[src/rtl/dcache_controller_pkg.sv]
// Shared configuration, derived widths and types for the direct-mapped,
// write-back data-cache controller.
`ifndef DCACHE_INDEX
`define DCACHE_INDEX 3
`endif
`ifndef DCACHE_SIZE
`define DCACHE_SIZE 8
`endif
`ifndef DRAM_BLOCK_SIZE
`define DRAM_BLOCK_SIZE 4
`endif
`ifndef DRAM_WORD_SIZE
`define DRAM_WORD_SIZE 32
`endif
`ifndef DRAM_ADDRESS_SIZE
`define DRAM_ADDRESS_SIZE 12
`endif

package dcache_controller_pkg;

  localparam int DCACHE_INDEX      = `DCACHE_INDEX;
  localparam int DCACHE_SIZE       = `DCACHE_SIZE;
  localparam int DRAM_BLOCK_SIZE   = `DRAM_BLOCK_SIZE;
  localparam int DRAM_WORD_SIZE    = `DRAM_WORD_SIZE;
  localparam int DRAM_ADDRESS_SIZE = `DRAM_ADDRESS_SIZE;
  localparam int DCACHE_OFFSET     = $clog2(DRAM_BLOCK_SIZE);
  localparam int DCACHE_TAG        = DRAM_ADDRESS_SIZE - DCACHE_INDEX - DCACHE_OFFSET;

  typedef enum logic [1:0] {
    COMPARE   = 2'd0,
    WRITEBACK = 2'd1,
    ALLOCATE  = 2'd2
  } state_t;

  typedef logic [DRAM_BLOCK_SIZE-1:0][DRAM_WORD_SIZE-1:0] line_t;

  // Replace one word of a cache line, leaving the rest untouched.
  function automatic line_t merge_word(input line_t line,
                                       input logic [DCACHE_OFFSET-1:0] offset,
                                       input logic [DRAM_WORD_SIZE-1:0] word);
    line_t result;
    result = line;
    result[offset] = word;
    return result;
  endfunction

  function automatic logic [31:0] sat_inc(input logic [31:0] value);
    return (value == 32'hFFFF_FFFF) ? value : value + 32'd1;
  endfunction

endpackage

[src/rtl/dcache_controller_tag_sram.sv]
// Tag/valid/dirty store: combinational read, single registered write port.
module dcache_tag_sram
  import dcache_controller_pkg::*;
(
  input  logic                    clock,
  input  logic                    reset_n,
  input  logic [DCACHE_INDEX-1:0] rd_index,
  output logic [DCACHE_TAG-1:0]   rd_tag,
  output logic                    rd_valid,
  output logic                    rd_dirty,
  input  logic                    wr_en,
  input  logic [DCACHE_INDEX-1:0] wr_index,
  input  logic [DCACHE_TAG-1:0]   wr_tag,
  input  logic                    wr_dirty
);

  logic [DCACHE_TAG-1:0]  tag_r [DCACHE_SIZE];
  logic [DCACHE_SIZE-1:0] valid_r;
  logic [DCACHE_SIZE-1:0] dirty_r;

  // Array update; every write leaves the entry valid.
  always_ff @(posedge clock or negedge reset_n) begin
    if (!reset_n) begin
      valid_r <= '0;
      dirty_r <= '0;
      for (int i = 0; i < DCACHE_SIZE; i++) begin
        tag_r[i] <= '0;
      end
    end else if (wr_en) begin
      tag_r[wr_index]   <= wr_tag;
      valid_r[wr_index] <= 1'b1;
      dirty_r[wr_index] <= wr_dirty;
    end
  end

  assign rd_tag   = tag_r[rd_index];
  assign rd_valid = valid_r[rd_index];
  assign rd_dirty = dirty_r[rd_index];

endmodule

[src/rtl/dcache_controller.sv]
// Direct-mapped write-back data-cache controller: COMPARE/WRITEBACK/ALLOCATE
// FSM, same-cycle hits, blocking block fills and saturating statistics.
module dcache_controller
  import dcache_controller_pkg::*;
(
  input  logic                                      clock,
  input  logic                                      reset_n,
  input  logic                                      cpu_req,
  input  logic                                      cpu_we,
  input  logic [DRAM_ADDRESS_SIZE-1:0]              cpu_addr,
  input  logic [DRAM_WORD_SIZE-1:0]                 cpu_wdata,
  output logic [DRAM_WORD_SIZE-1:0]                 cpu_rdata,
  output logic                                      cpu_ready,
  output logic                                      sram_we,
  output logic [DCACHE_INDEX-1:0]                   sram_index,
  output line_t                                     sram_wdata,
  input  line_t                                     sram_rdata,
  output logic                                      mem_req,
  output logic                                      mem_we,
  output logic [DRAM_ADDRESS_SIZE-DCACHE_OFFSET-1:0] mem_addr,
  output line_t                                     mem_wdata,
  input  line_t                                     mem_rdata,
  input  logic                                      mem_ready,
  output logic [31:0]                               hit_count,
  output logic [31:0]                               miss_count,
  output logic [31:0]                               wb_count
);

  state_t                                     state_r;
  logic                                       mem_req_r;
  logic                                       mem_we_r;
  logic [DRAM_ADDRESS_SIZE-DCACHE_OFFSET-1:0] mem_addr_r;
  logic                                       refill_r;
  logic [31:0]                                hit_cnt_r;
  logic [31:0]                                miss_cnt_r;
  logic [31:0]                                wb_cnt_r;

  logic [DCACHE_TAG-1:0]                      cpu_tag_s;
  logic [DCACHE_INDEX-1:0]                    cpu_index_s;
  logic [DCACHE_OFFSET-1:0]                   cpu_offset_s;
  logic [DRAM_ADDRESS_SIZE-DCACHE_OFFSET-1:0] cpu_block_s;
  logic [DCACHE_TAG-1:0]                      rd_tag_s;
  logic                                       rd_valid_s;
  logic                                       rd_dirty_s;
  logic                                       lookup_s;
  logic                                       hit_s;
  logic                                       store_hit_s;
  logic                                       fill_done_s;
  logic                                       wb_done_s;

  dcache_tag_sram u_tag_sram (
    .clock    (clock),
    .reset_n  (reset_n),
    .rd_index (cpu_index_s),
    .rd_tag   (rd_tag_s),
    .rd_valid (rd_valid_s),
    .rd_dirty (rd_dirty_s),
    .wr_en    (sram_we),
    .wr_index (cpu_index_s),
    .wr_tag   (cpu_tag_s),
    .wr_dirty (store_hit_s)
  );

  // Address split and lookup/transfer qualifiers.
  always_comb begin
    cpu_tag_s    = cpu_addr[DRAM_ADDRESS_SIZE-1 -: DCACHE_TAG];
    cpu_index_s  = cpu_addr[DCACHE_OFFSET +: DCACHE_INDEX];
    cpu_offset_s = cpu_addr[DCACHE_OFFSET-1:0];
    cpu_block_s  = cpu_addr[DRAM_ADDRESS_SIZE-1:DCACHE_OFFSET];
    lookup_s     = (state_r == COMPARE) && cpu_req;
    hit_s        = lookup_s && rd_valid_s && (rd_tag_s == cpu_tag_s);
    store_hit_s  = hit_s && cpu_we;
    // mem_req_r gating ignores a stray mem_ready during the inter-transfer gap
    fill_done_s  = (state_r == ALLOCATE) && mem_req_r && mem_ready;
    wb_done_s    = (state_r == WRITEBACK) && mem_req_r && mem_ready;
  end

  // Data SRAM write path and load data.
  always_comb begin
    sram_we = store_hit_s || fill_done_s;
    if (fill_done_s) begin
      sram_wdata = mem_rdata;
    end else if (store_hit_s) begin
      sram_wdata = merge_word(sram_rdata, cpu_offset_s, cpu_wdata);
    end else begin
      sram_wdata = '0;
    end
    if (hit_s && !cpu_we) begin
      cpu_rdata = sram_rdata[cpu_offset_s];
    end else begin
      cpu_rdata = '0;
    end
  end

  assign cpu_ready  = hit_s;
  assign sram_index = cpu_index_s;
  assign mem_req    = mem_req_r;
  assign mem_we     = mem_we_r;
  assign mem_addr   = mem_addr_r;
  assign mem_wdata  = mem_we_r ? sram_rdata : '0;
  assign hit_count  = hit_cnt_r;
  assign miss_count = miss_cnt_r;
  assign wb_count   = wb_cnt_r;

  // Controller FSM with registered DRAM handshake and statistics.
  always_ff @(posedge clock or negedge reset_n) begin
    if (!reset_n) begin
      state_r    <= COMPARE;
      mem_req_r  <= 1'b0;
      mem_we_r   <= 1'b0;
      mem_addr_r <= '0;
      refill_r   <= 1'b0;
      hit_cnt_r  <= 32'd0;
      miss_cnt_r <= 32'd0;
      wb_cnt_r   <= 32'd0;
    end else begin
      case (state_r)
        COMPARE: begin
          if (lookup_s) begin
            // refill_r marks the post-fill re-evaluation, which is not counted
            refill_r <= 1'b0;
            if (hit_s) begin
              if (!refill_r) begin
                hit_cnt_r <= sat_inc(hit_cnt_r);
              end
            end else begin
              if (!refill_r) begin
                miss_cnt_r <= sat_inc(miss_cnt_r);
              end
              mem_req_r <= 1'b1;
              if (rd_valid_s && rd_dirty_s) begin
                state_r    <= WRITEBACK;
                mem_we_r   <= 1'b1;
                mem_addr_r <= {rd_tag_s, cpu_index_s};
              end else begin
                state_r    <= ALLOCATE;
                mem_we_r   <= 1'b0;
                mem_addr_r <= cpu_block_s;
              end
            end
          end
        end
        WRITEBACK: begin
          if (wb_done_s) begin
            // drop mem_req for one cycle before the fill request
            wb_cnt_r   <= sat_inc(wb_cnt_r);
            state_r    <= ALLOCATE;
            mem_req_r  <= 1'b0;
            mem_we_r   <= 1'b0;
            mem_addr_r <= cpu_block_s;
          end
        end
        ALLOCATE: begin
          if (fill_done_s) begin
            state_r   <= COMPARE;
            mem_req_r <= 1'b0;
            refill_r  <= 1'b1;
          end else if (!mem_req_r) begin
            mem_req_r <= 1'b1;
          end
        end
        default: begin
          state_r   <= COMPARE;
          mem_req_r <= 1'b0;
          mem_we_r  <= 1'b0;
        end
      endcase
    end
  end

endmodule

[config.mk]
export PLATFORM = sky130hd
export DESIGN_NAME = dcache_controller
export DESIGN_NICKNAME = d
export VERILOG_FILES = /design/src/rtl/dcache_controller_pkg.sv /design/src/rtl/dcache_controller_tag_sram.sv /design/src/rtl/dcache_controller.sv
export SDC_FILE = /design/constraint.sdc
export NUM_CORES = 1
export LEC_CHECK = 0
export CAP_MARGIN = 10
export CORE_AREA = 8 8 266 268
export CTS_CLUSTER_SIZE = 12
export DETAILED_ROUTE_END_ITERATION = 10
export DIE_AREA = 0 0 274 276
export PLACE_DENSITY = 0.5
export SYNTH_ARGS = -nofsm -noshare
export SYNTH_HDL_FRONTEND = slang
export SYNTH_HIERARCHICAL = 1
export SYNTH_SLANG_ARGS = --single-unit
[constraint.sdc]
create_clock -name clock -period 7.2 [get_ports clock]
set_input_delay 1.44 -clock clock [delete_from_list [all_inputs] [get_ports clock]]
set_output_delay 1.44 -clock clock [all_outputs]
set_load 0.02 [all_outputs]
==> impl_metrics.csv, run 1 <==
group,metric,value,unit
logic_synthesis,synth_top_area_frac,0.341,
detailed_routing,viasPerCell,4.87,
logic_synthesis,synthTopCellsByCount,"nand2_1 (185), dfrtp_1 (183), o21ai_0 (140), mux2i_1 (135), and2_1 (133)",
power,intPower,2.83,mW
die,die_area,0.0756,mm^2
detailed_routing,ant_nets,0,
power,ir_drop,0.184,mV
critical_path,cp_max_fo,58,
clock_network,root_buffer,"clkbuf_16",
critical_path,cpMostUsedCell,"buf_4",
logic_synthesis,synth_area_per_cell,9.58,um^2
sta,final.setup.tns,0,ps
sta,rsz0062_at_grt,"no",
sta,tightest_slew,1100,ps
worst_hold_path,hold_path.startpoint,"u_tag_sram/valid_r[2]",
placement,gp_congestion,1.02,
cells_and_area,drive_gt1_frac,0.147,
detailed_routing,drt-initial-drc-count,1070,
cells_and_area,nets,2399,
critical_path,timing.rr.start,"u_tag_sram/tag_r[43]",
clock_network,cts_tree,"yes",
sta,setup_viol,0,
power,clockPowerShare,0.216,
clock_network,h-tree-depth,4,
power,power.density,197,mW/mm^2
die,die_h,276,um
sta,drv_slew,0,
logic_synthesis,yosys_warnings,6,
die,die_width,274,um
sta,relSlewSlack,0.243,
die,placementRows,95,
cells_and_area,synthToLayoutAreaGrowth,71.4,%
critical_path,arrival,5450,ps
logic_synthesis,synthArstFlopShare,1.00,
sta,max_freq,145,MHz
global_routing,grt_start_max_net_pins,81,
die,coreArea,0.0666,mm^2
placement,port_buffers,705,
clock_network,clock_latency,450,ps
global_routing,overflow,0,
logic_synthesis,synth_top_area_cell,"dfrtp_1",
critical_path,startpoint,"cpu_addr[2]",
placement,dp.cells,2945,
cells_and_area,seqCellArea,0.00458,mm^2
logic_synthesis,synth.most_common_cell,"nand2_1",
logic_synthesis,synthFlopType,"dfrtp_1",
cells_and_area,multi_input_area,0.00845,mm^2
sta,skew,18.7,ps
clock_network,clkTransAtPathRegs,70,ps
power,p_leak,9.37,nW
global_routing,antenna_found_initial,46,
cells_and_area,nFillCells,6851,
detailed_routing,vias,14606,
power,pwr-share-comb,0.473,
sta,min_period,6890,ps
clock_network,hold_buffers,0,
logic_synthesis,ys_ff_latch,183,
detailed_routing,drc,0,
run_status,outcome,"complete, no violations",
worst_hold_path,hp-class,"flop to flop",
sta,fin_crit_sh,0.957,
die,start_util,0.202,
power,p_seq_frac,0.311,
critical_path,path_buf_inv,7,
critical_path,cpLargestDelayFamily,"buffers and inverters",
sta,hold_violations,0,
die,io_pins,706,
clock_network,clock_sink_count,183,
critical_path,max_stage_delay,590,ps
detailed_routing,drt-total-wl,102000,um
sta,worst_slack,309,ps
logic_synthesis,synth_cells,1404,
critical_path,cp_slowest_cell,"mux4_1",
logic_synthesis,ys_seq_area_frac,0.341,
logic_synthesis,synth_nets,1712,
critical_path,end_kind,"output pin",
power,switching_share,0.377,
global_routing,first_global_vias,15081,
logic_synthesis,ys_types,56,
global_routing,track_usage,0.258,
global_routing,grt_first_pass_wirelength,137000,um
logic_synthesis,synth.cell_area,0.0134,mm^2
critical_path,critPathLaunchType,"input port",
power,switchingPower,1.71,mW
critical_path,worst-setup-path-type,"input port to output pin",
critical_path,cp_data_required_time,5760,ps
logic_synthesis,synth_edf_count,0,
clock_network,cts_buffers,17,
detailed_routing,wire_per_inst,34.1,um
logic_synthesis,synthTopCellsByArea,"dfrtp_1 (34%), mux2i_1 (10%), mux2_2 (6.4%)",
detailed_routing,dr.pass1.iters,5,
placement,dp_slack,-12.6,ps
placement,dp_hpwl,86600,um
cells_and_area,stdcell_count,2999,
flow_run,cap_violations,0,
clock_network,cts_max_path_buffers,2,
critical_path,path_cells,"clkdlybuf4s50_1 -> buf_6 -> mux4_1 -> mux2_2 -> xnor2_1 -> nand4_1 -> nor3_2 -> buf_4 -> nand2_4 -> buf_12 -> buf_4 -> o21ai_0 -> buf_4 -> buf_12",
final cells by class:
type	count	share of cell area
clock buffers	21	0.0209
flip-flops and latches	183	0.199
clock inverters	11	0.00603
diodes	22	0.00239
multi-input cells	1115	0.367
inverters	8	0.00130
well taps	873	0.0474
repair buffers	766	0.357
power by group through the flow:
stage / clock network, mW / registers [mW] / logic (mW)
after floorplan: 0 / 1.43 / 0.859
after global placement: 0 / 1.42 / 2.14
after detailed placement: 0 / 1.43 / 2.15
after CTS: 1.02 / 1.41 / 2.16
after global routing: 1.05 / 1.44 / 2.25
final: 0.984 / 1.41 / 2.15
through the flow:
step                total power [mW]  area (um^2)  hold slack (ps)   util
floorplan                       2.29        13400              425      -
global placement                3.56        22400              443  0.336
detailed placement              3.58        22400              449  0.336
CTS                             4.59        23000              466  0.345
global route                    4.75        23000              476  0.346
finish                          4.55        23000              461  0.346
repair_timing:
action	4_1_cts	5_1_grt
endpoints found under the setup margin	1	8
buffers inserted	0	0
hold endpoints to repair	0	0
gates resized for setup	1	5
registers in the layout, summed over array words and instances (netlist names), 2 cells and up:
name / count
miss_count: 32
u_tag_sram/valid_r: 8
state_r: 2
hit_count: 32
wb_count: 32
u_tag_sram/dirty_r: 8
mem_addr: 10
u_tag_sram/tag_r: 56
logic make-up (layout without fill, tap and decap cells):
logic type      Yosys count  count (layout)  share of synthesized area
compound gates          159             159                     0.0624
mux                     264             264                      0.255
simple gates            592             592                      0.241
xor+xnor                 97              97                     0.0632
buf+inv                 106             806                     0.0342
other cells               0              22                          0
fa+ha+maj                 3               3                    0.00279
flops                   183             183                      0.341
per-layer routing:
metal | vias up | share of wire | track usage | routed length, um
li1 | 6428 | - | - | -
met1 | 7414 | 0.40 | 0.301 | 40400
met2 | 607 | 0.48 | 0.434 | 48800
met3 | 139 | 0.092 | 0.0952 | 9400
met4 | 18 | 0.036 | 0.0850 | 3660
met5 | - | 0.0011 | 0 | 115
worst paths after layout:
path	to	slack, ps	cells after the start
max in group asynchronous	hit_count[1]	4810	2
min in group asynchronous	wb_count[9]	1050	1
min reg2reg	u_tag_sram/valid_r[2]	460	1
max reg2reg	u_tag_sram/dirty_r[5]	3160	11
min	u_tag_sram/valid_r[2]	460	1
max	sram_wdata[13]	310	14
cell usage in the layout, fill, tap and decap left out, drive strengths merged, types with 38 or more instances in the layout:
cell type      instances
mux4                  50
clkdlybuf4s50        626
nand3                 53
mux2i                135
xnor2                 61
nand4                 38
dfrtp                183
nand2                185
mux2                  79
buf                  139
and2                 133
o21ai                141
No activity file was read; power rests on OpenSTA's default activity.
==> run 2: changes to the inputs <==
- SETUP_SLACK_MARGIN: not set -> 0.3
==> impl_metrics.csv, run 2 (synthesis results as in run 1) <==
group,metric,value,unit
cells_and_area,synthToLayoutAreaGrowth,71.5,%
global_routing,grt_start_max_net_pins,81,
die,coreArea,0.0666,mm^2
sta,hold_violations,0,
critical_path,max_stage_delay,720,ps
cells_and_area,stdcell_count,3001,
die,die_area,0.0756,mm^2
cells_and_area,nets,2399,
detailed_routing,drt-met1-wl,40700,um
clock_network,hold_buffers,0,
cells_and_area,layout_common_cells,"clkdlybuf4s50_1 (626), nand2_1 (183), dfrtp_1 (182)",
die,start_util,0.202,
global_routing,first_global_vias,15078,
power,power,4.55,mW
critical_path,arrival,5380,ps
flow_run,cap_violations,0,
cells_and_area,drive_gt1_frac,0.147,
clock_network,clock_sink_count,183,
detailed_routing,top_layer,"met5",
critical_path,cp_slowest_cell,"clkdlybuf4s50_1",
sta,min_period,6820,ps
cells_and_area,nFillCells,6847,
detailed_routing,drt-initial-drc-count,952,
die,io_pins,706,
critical_path,cp_data_required_time,5760,ps
cells_and_area,largest_reg_flops,56,
clock_network,cts_tree,"yes",
worst_hold_path,hp-class,"flop to flop",
cells_and_area,regMostFlops,"u_tag_sram/tag_r",
clock_network,clock_latency,450,ps
clock_network,cts_max_path_buffers,2,
power,power.density,197,mW/mm^2
sta,skew,15.2,ps
detailed_routing,wl_met2,48700,um
sta,tightest_slew,1100,ps
critical_path,worst-setup-path-type,"input port to output pin",
sta,relSlewSlack,0.244,
critical_path,cpLargestDelayFamily,"buffers and inverters",
run_status,outcome,"complete, no violations",
placement,dp.cells,2945,
placement,dp_hpwl,86600,um
global_routing,grt_first_pass_wirelength,137000,um
detailed_routing,vias,14652,
die,die_width,274,um
clock_network,root_buffer,"clkbuf_16",
power,p_leak,9.37,nW
detailed_routing,viasPerCell,4.88,
sta,rsz0062_at_grt,"no",
sta,drv_slew,0,
power,ir_drop,0.184,mV
detailed_routing,drc,0,
cells_and_area,layout_commonest_cell,"clkdlybuf4s50_1",
detailed_routing,drt-total-wl,102000,um
die,placementRows,95,
sta,max_freq,147,MHz
global_routing,track_usage,0.258,
placement,gp_congestion,1.02,
critical_path,end_kind,"output pin",
critical_path,path_buf_inv,5,
sta,hold_slack,463,ps
clock_network,h-tree-depth,4,
critical_path,critPathLaunchType,"input port",
detailed_routing,dr.pass1.iters,5,
detailed_routing,ant_nets,0,
sta,setup_viol,0,
placement,port_buffers,705,
critical_path,path_cells,"clkdlybuf4s50_1 -> buf_12 -> mux4_1 -> mux2_2 -> xnor2_1 -> nand4_1 -> nor3_2 -> buf_4 -> nand2b_2 -> buf_12 -> nor2b_1 -> clkdlybuf4s50_1",
critical_path,cp_max_fo,30,
die,die_h,276,um
clock_network,clkTransAtPathRegs,70,ps
critical_path,r2r_slack,3100,ps
detailed_routing,wire_per_inst,34.1,um
global_routing,antenna_found_initial,46,
sta,fin_crit_sh,0.948,
detailed_routing,met3RoutedLength,9190,um
clock_network,cts_buffers,17,
global_routing,overflow,0,
==> run 2: cell types whose count changed in the layout (fill, tap and decap cells not counted) <==
| cell | previous run | this run |
|---|---|---|
| buf_12 | 71 | 72 |
| buf_4 | 65 | 64 |
| diode_2 | 22 | 24 |
| dlygate4sd2_1 | 0 | 1 |
| dlymetal6s2s_1 | 1 | 0 |
| o21ai_0 | 138 | 137 |
| o21ai_1 | 2 | 3 |
==> run 2: stage by stage <==
step                      cell area [um^2]  worst slack [ps]  TNS, ps  utilization
after floorplan                      13400              1160        0            -
after global placement               22400             -54.3     -107        0.336
after detailed placement             22400             -12.6    -12.6        0.336
after CTS                            23000               324        0        0.345
after global routing                 23000               307        0        0.346
final                                23100               376        0        0.346
==> run 2: what timing repair did <==
action	4_1_cts	5_1_grt
setup endpoints to repair	48	29
cloned	0	0
resized for setup	6	5
buffers inserted	0	0
==> run 2: power breakdown <==
part | switching (mW) | total (mW) | internal (mW)
Clock | 0.431 | 0.986 | 0.555
Sequential | 0.156 | 1.41 | 1.26
Combinational | 1.13 | 2.15 | 1.02
==> run 2: cell type report <==
class | count | area [um^2] | share of cell area
multi-input cells | 1115 | 8450 | 0.366
diodes | 24 | 60.1 | 0.00260
flip-flops and latches | 183 | 4580 | 0.199
repair buffers | 766 | 8220 | 0.357
clock inverters | 11 | 139 | 0.00602
inverters | 8 | 30.0 | 0.00130
well taps | 873 | 1090 | 0.0474
clock buffers | 21 | 480 | 0.0208
==> run 2: final timing paths <==
path	cells past startpoint	from	end
max	12	cpu_addr[2]	cpu_rdata[0]
min	1	u_tag_sram/valid_r[2]	u_tag_sram/valid_r[2]
max reg2reg	11	u_tag_sram/tag_r[43]	u_tag_sram/dirty_r[5]
min reg2reg	1	u_tag_sram/valid_r[2]	u_tag_sram/valid_r[2]
max in group asynchronous	2	reset_n	hit_count[29]
min in group asynchronous	1	reset_n	wb_count[9]
==> run 2: layer usage <==
layer / GRT usage / vias to the layer above
met5: 0 / -
met3: 0.0952 / 131
li1: - / 6437
met1: 0.301 / 7464
met4: 0.0850 / 18
met2: 0.434 / 602
==> run 3: changes to the inputs <==
- CORE_AREA: 8 8 266 268 -> 8 8 268 270
- DIE_AREA: 0 0 274 276 -> 0 0 276 278
- PLACE_DENSITY: 0.5 -> 0.49
- clock period: 7.2 -> 7.7 ns (I/O delays scaled with it)
==> impl_metrics.csv, run 3 (synthesis results as in run 1) <==
group,metric,value,unit
global_routing,first_global_vias,15076,
critical_path,cp_data_required_time,6160,ps
critical_path,r2r_cells,11,
cells_and_area,nets,2397,
die,start_util,0.198,
sta,final.setup.tns,0,ps
flow_run,cap_violations,0,
sta,hold_violations,0,
detailed_routing,wire_per_inst,32.3,um
clock_network,hold_buffers,0,
global_routing,grt_start_max_net_pins,98,
placement,port_buffers,705,
die,die_area,0.0767,mm^2
power,ir_drop,0.210,mV
detailed_routing,ant_nets,0,
clock_network,clkTransAtPathRegs,70,ps
clock_network,clock_latency,450,ps
detailed_routing,vias,14368,
worst_hold_path,hold_depth,1,
sta,min_period,7180,ps
critical_path,r2r_slack,3510,ps
critical_path,startpoint,"cpu_addr[2]",
cells_and_area,nFillCells,7015,
cells_and_area,seqCellArea,0.00458,mm^2
sta,setup_viol,0,
cells_and_area,drive_gt1_frac,0.146,
critical_path,cp_max_fo,30,
detailed_routing,drc,0,
power,power.density,184,mW/mm^2
global_routing,antenna_found_initial,46,
detailed_routing,drt-total-wl,97100,um
sta,drv_slew,0,
power,p_leak,9.32,nW
run_status,outcome,"complete, no violations",
die,placementRows,96,
die,die_width,276,um
detailed_routing,viasPerCell,4.78,
cells_and_area,layout_common_cells,"clkdlybuf4s50_1 (627), nand2_1 (183), dfrtp_1 (182)",
clock_network,cts_max_path_buffers,2,
cells_and_area,regMostFlops,"u_tag_sram/tag_r",
cells_and_area,layout_commonest_cell,"clkdlybuf4s50_1",
detailed_routing,dr.pass1.iters,5,
critical_path,max_stage_delay,700,ps
sta,relSlewSlack,0.248,
die,io_pins,706,
sta,skew,16.3,ps
sta,rsz0062_at_grt,"no",
die,die_h,278,um
global_routing,grt_first_pass_wirelength,132000,um
global_routing,overflow,0,
sta,tightest_slew,1130,ps
sta,fin_crit_sh,0.933,
clock_network,root_buffer,"clkbuf_16",
critical_path,crit_end,"sram_wdata[3]",
global_routing,track_usage,0.242,
clock_network,cts_tree,"yes",
cells_and_area,multi_input_area,0.00844,mm^2
critical_path,worst-setup-path-type,"input port to output pin",
cells_and_area,synthToLayoutAreaGrowth,70.6,%
critical_path,timing.rr.start,"u_tag_sram/tag_r[45]",
clock_network,cts_buffers,17,
cells_and_area,largest_reg_flops,56,
critical_path,end_kind,"output pin",
worst_hold_path,hp-class,"flop to flop",
clock_network,h-tree-depth,4,
critical_path,critPathLaunchType,"input port",
critical_path,reg2reg_to,"u_tag_sram/tag_r[9]",
placement,gp_congestion,0.965,
sta,max_freq,139,MHz
die,coreArea,0.0677,mm^2
placement,dp.cells,2952,
critical_path,cp_slowest_cell,"clkdlybuf4s50_1",
cells_and_area,stdcell_count,3003,
clock_network,clock_sink_count,183,
detailed_routing,drt-initial-drc-count,889,
critical_path,path_cells,"clkdlybuf4s50_1 -> buf_6 -> mux4_1 -> mux2_2 -> xnor2_1 -> nand4_1 -> nor3_2 -> buf_4 -> nand2_4 -> buf_4 -> o21ai_0 -> clkdlybuf4s50_1",
critical_path,arrival,5640,ps
placement,dp_hpwl,81900,um
run 3: cell count changes in the layout (fill, tap and decap cells not counted), sizes merged:
| cell | change |
|---|---|
| inv | +5 |
| bufinv | +1 |
| diode | -5 |
| clkinv | -5 |
| clkinvlp | +2 |
| clkdlybuf4s50 | +1 |
| clkbuf | -3 |
| buf | -2 |
| dlygate4sd2 | -1 |
run 3: per-layer routing:
metal / vias to the layer above / share of wire / track usage
met3: 128 / 0.091 / 0.0982
li1: 6419 / - / -
met4: 26 / 0.034 / 0.0839
met5: - / 0.0017 / 0
met2: 549 / 0.49 / 0.415
met1: 7246 / 0.39 / 0.271
run 3: per-stage QoR:
step | power (mW) | cell area [um^2] | util | hold WS (ps) | setup WS (ps)
floorplan | 2.14 | 13400 | - | 425 | 1460
global placement | 3.29 | 22300 | 0.329 | 442 | 127
detailed placement | 3.30 | 22300 | 0.329 | 444 | 182
CTS | 4.28 | 22900 | 0.338 | 465 | 323
global route | 4.42 | 22900 | 0.338 | 489 | 375
finish | 4.22 | 22900 | 0.339 | 464 | 518
run 3: how the worst min path moves through the flow:
| stage | startpoint | to |
|---|---|---|
| after floorplan | u_tag_sram/valid_r[3] | u_tag_sram/valid_r[3] |
| after global placement | u_tag_sram/valid_r[7] | u_tag_sram/valid_r[7] |
| after detailed placement | u_tag_sram/valid_r[3] | u_tag_sram/valid_r[3] |
| after CTS | u_tag_sram/valid_r[3] | u_tag_sram/valid_r[3] |
| after global routing | u_tag_sram/valid_r[3] | u_tag_sram/valid_r[3] |
| final | u_tag_sram/valid_r[3] | u_tag_sram/valid_r[3] |
run 3: repair_timing:
item	CTS	global route
gates resized for setup	1	2
setup buffers	0	0
hold endpoints to repair	0	0
pin swaps	0	0
endpoints found under the setup margin	1	57
run 3: report_power, final:
| part | internal (mW) | leakage [nW] | total [mW] | switching [mW] |
|---|---|---|---|---|
| Combinational | 0.949 | 6.66 | 1.96 | 1.01 |
| Clock | 0.529 | 0.304 | 0.943 | 0.413 |
| Sequential | 1.17 | 2.35 | 1.31 | 0.140 |
run 3: critical path: cells and delay by family:
family,cells,cell delay (ps)
mux,2,900
xor+xnor,1,290
buf+inv,5,1930
simple gates,3,760
compound gates,1,200
run 3: area by class of cell:
cell class              count  area share
clock buffers              18      0.0191
well taps                 882      0.0481
clock inverters            14     0.00802
repair buffers            764       0.354
inverters                   8     0.00131
diodes                     19     0.00207
flip-flops and latches    183       0.200
multi-input cells        1115       0.368
==> patch (config.mk and constraints of run 3) <==
Set the macro `DCACHE_INDEX` to 6 (it was 3).
--- a/src/rtl/dcache_controller_pkg.sv
+++ b/src/rtl/dcache_controller_pkg.sv
@@ -1,7 +1,7 @@
 // Shared configuration, derived widths and types for the direct-mapped,
 // write-back data-cache controller.
 `ifndef DCACHE_INDEX
-`define DCACHE_INDEX 3
+`define DCACHE_INDEX 6
 `endif
 `ifndef DCACHE_SIZE
 `define DCACHE_SIZE 8
Ports: changed (resized sram_index); port bits go from 706 to 709. No check against the original RTL was run, so the function may have changed too.
==> patch against run 3 <==
Core utilization decreased by 2.2 points; largest cell class unchanged; critical path depth fell by 2; design area is 6.6% lower; power fell by 20%; sequential share of layout area down 1.4 points; worst setup slack improved by 0.12 ns; sequential cell count down 24; largest power group unchanged; register-to-register slack worse by 0.51 ns; wire length shrank 5.9%; synthesized area is 8.7% lower.
==> patch: results <==
group,metric,value,unit
global_routing,globalRouteMet1Util,0.269,
placed_design,io_buffer_count,708,
global_routing,met3_usage,0.0785,
drt,met2RoutedLength,43500,um
placed_design,routability_cong,0.909,
setup_path,regToRegEndpoint,"u_tag_sram/tag_r[19]$_DFFE_PN0P_",
worst_hold_path,timing.hold.worst.start,"u_tag_sram/valid_r[2]$_DFFE_PN0P_",
synthesis,yosysSeqAreaShare,0.324,
global_routing,grtUsageTotal,0.228,
global_routing,grt_antenna_before_repair,49,
drt,routed_via_density,4.66,
pwr,internal_pwr_total,0.00213,W
synthesis,post_syn_nets,1618,
drt,drt-met1-wl,36500,um
placed_design,post-dp-hpwl,77100,um
run_status,run_status,"completed",
drt,detail_route.wl_per_cell,31.6,um
pwr,power.combinational.fraction,0.449,
setup_path,worst-r2r-setup-slack,3.00,ns
pwr,p_clk_frac,0.258,
drt,dr.first_iter.drc_count,753,
drt,detailroute.wirelength.met3,7520,um
synthesis,most_used_standard_cells_in_the_synthesized_netlist,"sky130_fd_sc_hd__nand2_1, sky130_fd_sc_hd__dfrtp_1, sky130_fd_sc_hd__o21ai_1",
layout,fin_nets,2282,
global_routing,grt_first_pass_wirelength,124000,um
setup_path,r2r_start,"u_tag_sram/tag_r[9]$_DFFE_PN0P_",
layout,fill_cells,7054,
-- patch: kinds of logic (layout without fill, tap and decap cells) --
logic type / after synthesis / after routing / synth area share
muxes: 232 / 232 / 0.243
xor gates and xnor gates: 96 / 96 / 0.0685
adders and majority gates: 4 / 4 / 0.00387
other: 0 / 22 / 0
DFF: 159 / 159 / 0.324
buffers and inverters: 102 / 779 / 0.0358
and+or+nand+nor: 569 / 569 / 0.261
AOI/OAI and AO/OA: 148 / 148 / 0.0635
-- patch: worst max path at each step --
stage,to,from,slack [ns]
after detailed placement,sram_we,cpu_addr[2],0.46
after CTS,sram_we,cpu_addr[2],0.45
after floorplan,sram_wdata[100],cpu_addr[2],1.74
after global placement,sram_we,cpu_addr[2],0.40
final,sram_wdata[40],cpu_addr[4],0.64
after global routing,sram_we,cpu_addr[4],0.53
-- patch: final cells by class --
type / count / area [um^2] / area share
diodes: 22 / 55.1 / 0.00257
clock buffers: 21 / 470 / 0.0219
clock inverters: 11 / 129 / 0.00601
inverters: 9 / 33.8 / 0.00158
multi-input cells: 1049 / 7910 / 0.369
flip-flops and latches: 159 / 3980 / 0.186
well taps: 882 / 1100 / 0.0515
repair buffers: 738 / 7750 / 0.362
-- patch: repair_timing --
| item | CTS | global route |
|---|---|---|
| resized for setup | 0 | 1 |
| setup endpoints to repair | 0 | 5 |
| buffers inserted | 0 | 0 |
-- patch: metrics by stage --
stage	total power [W]	area, um^2	setup slack (ns)	hold slack, ns	cells
CTS	0.00344	21400	0.450	0.470	2868
finish	0.00339	21400	0.636	0.464	2891
global route	0.00354	21400	0.527	0.477	2882
floorplan	0.00161	12300	1.74	0.427	1310
global placement	0.00255	20800	0.398	0.443	2836
detailed placement	0.00254	20800	0.462	0.452	2836
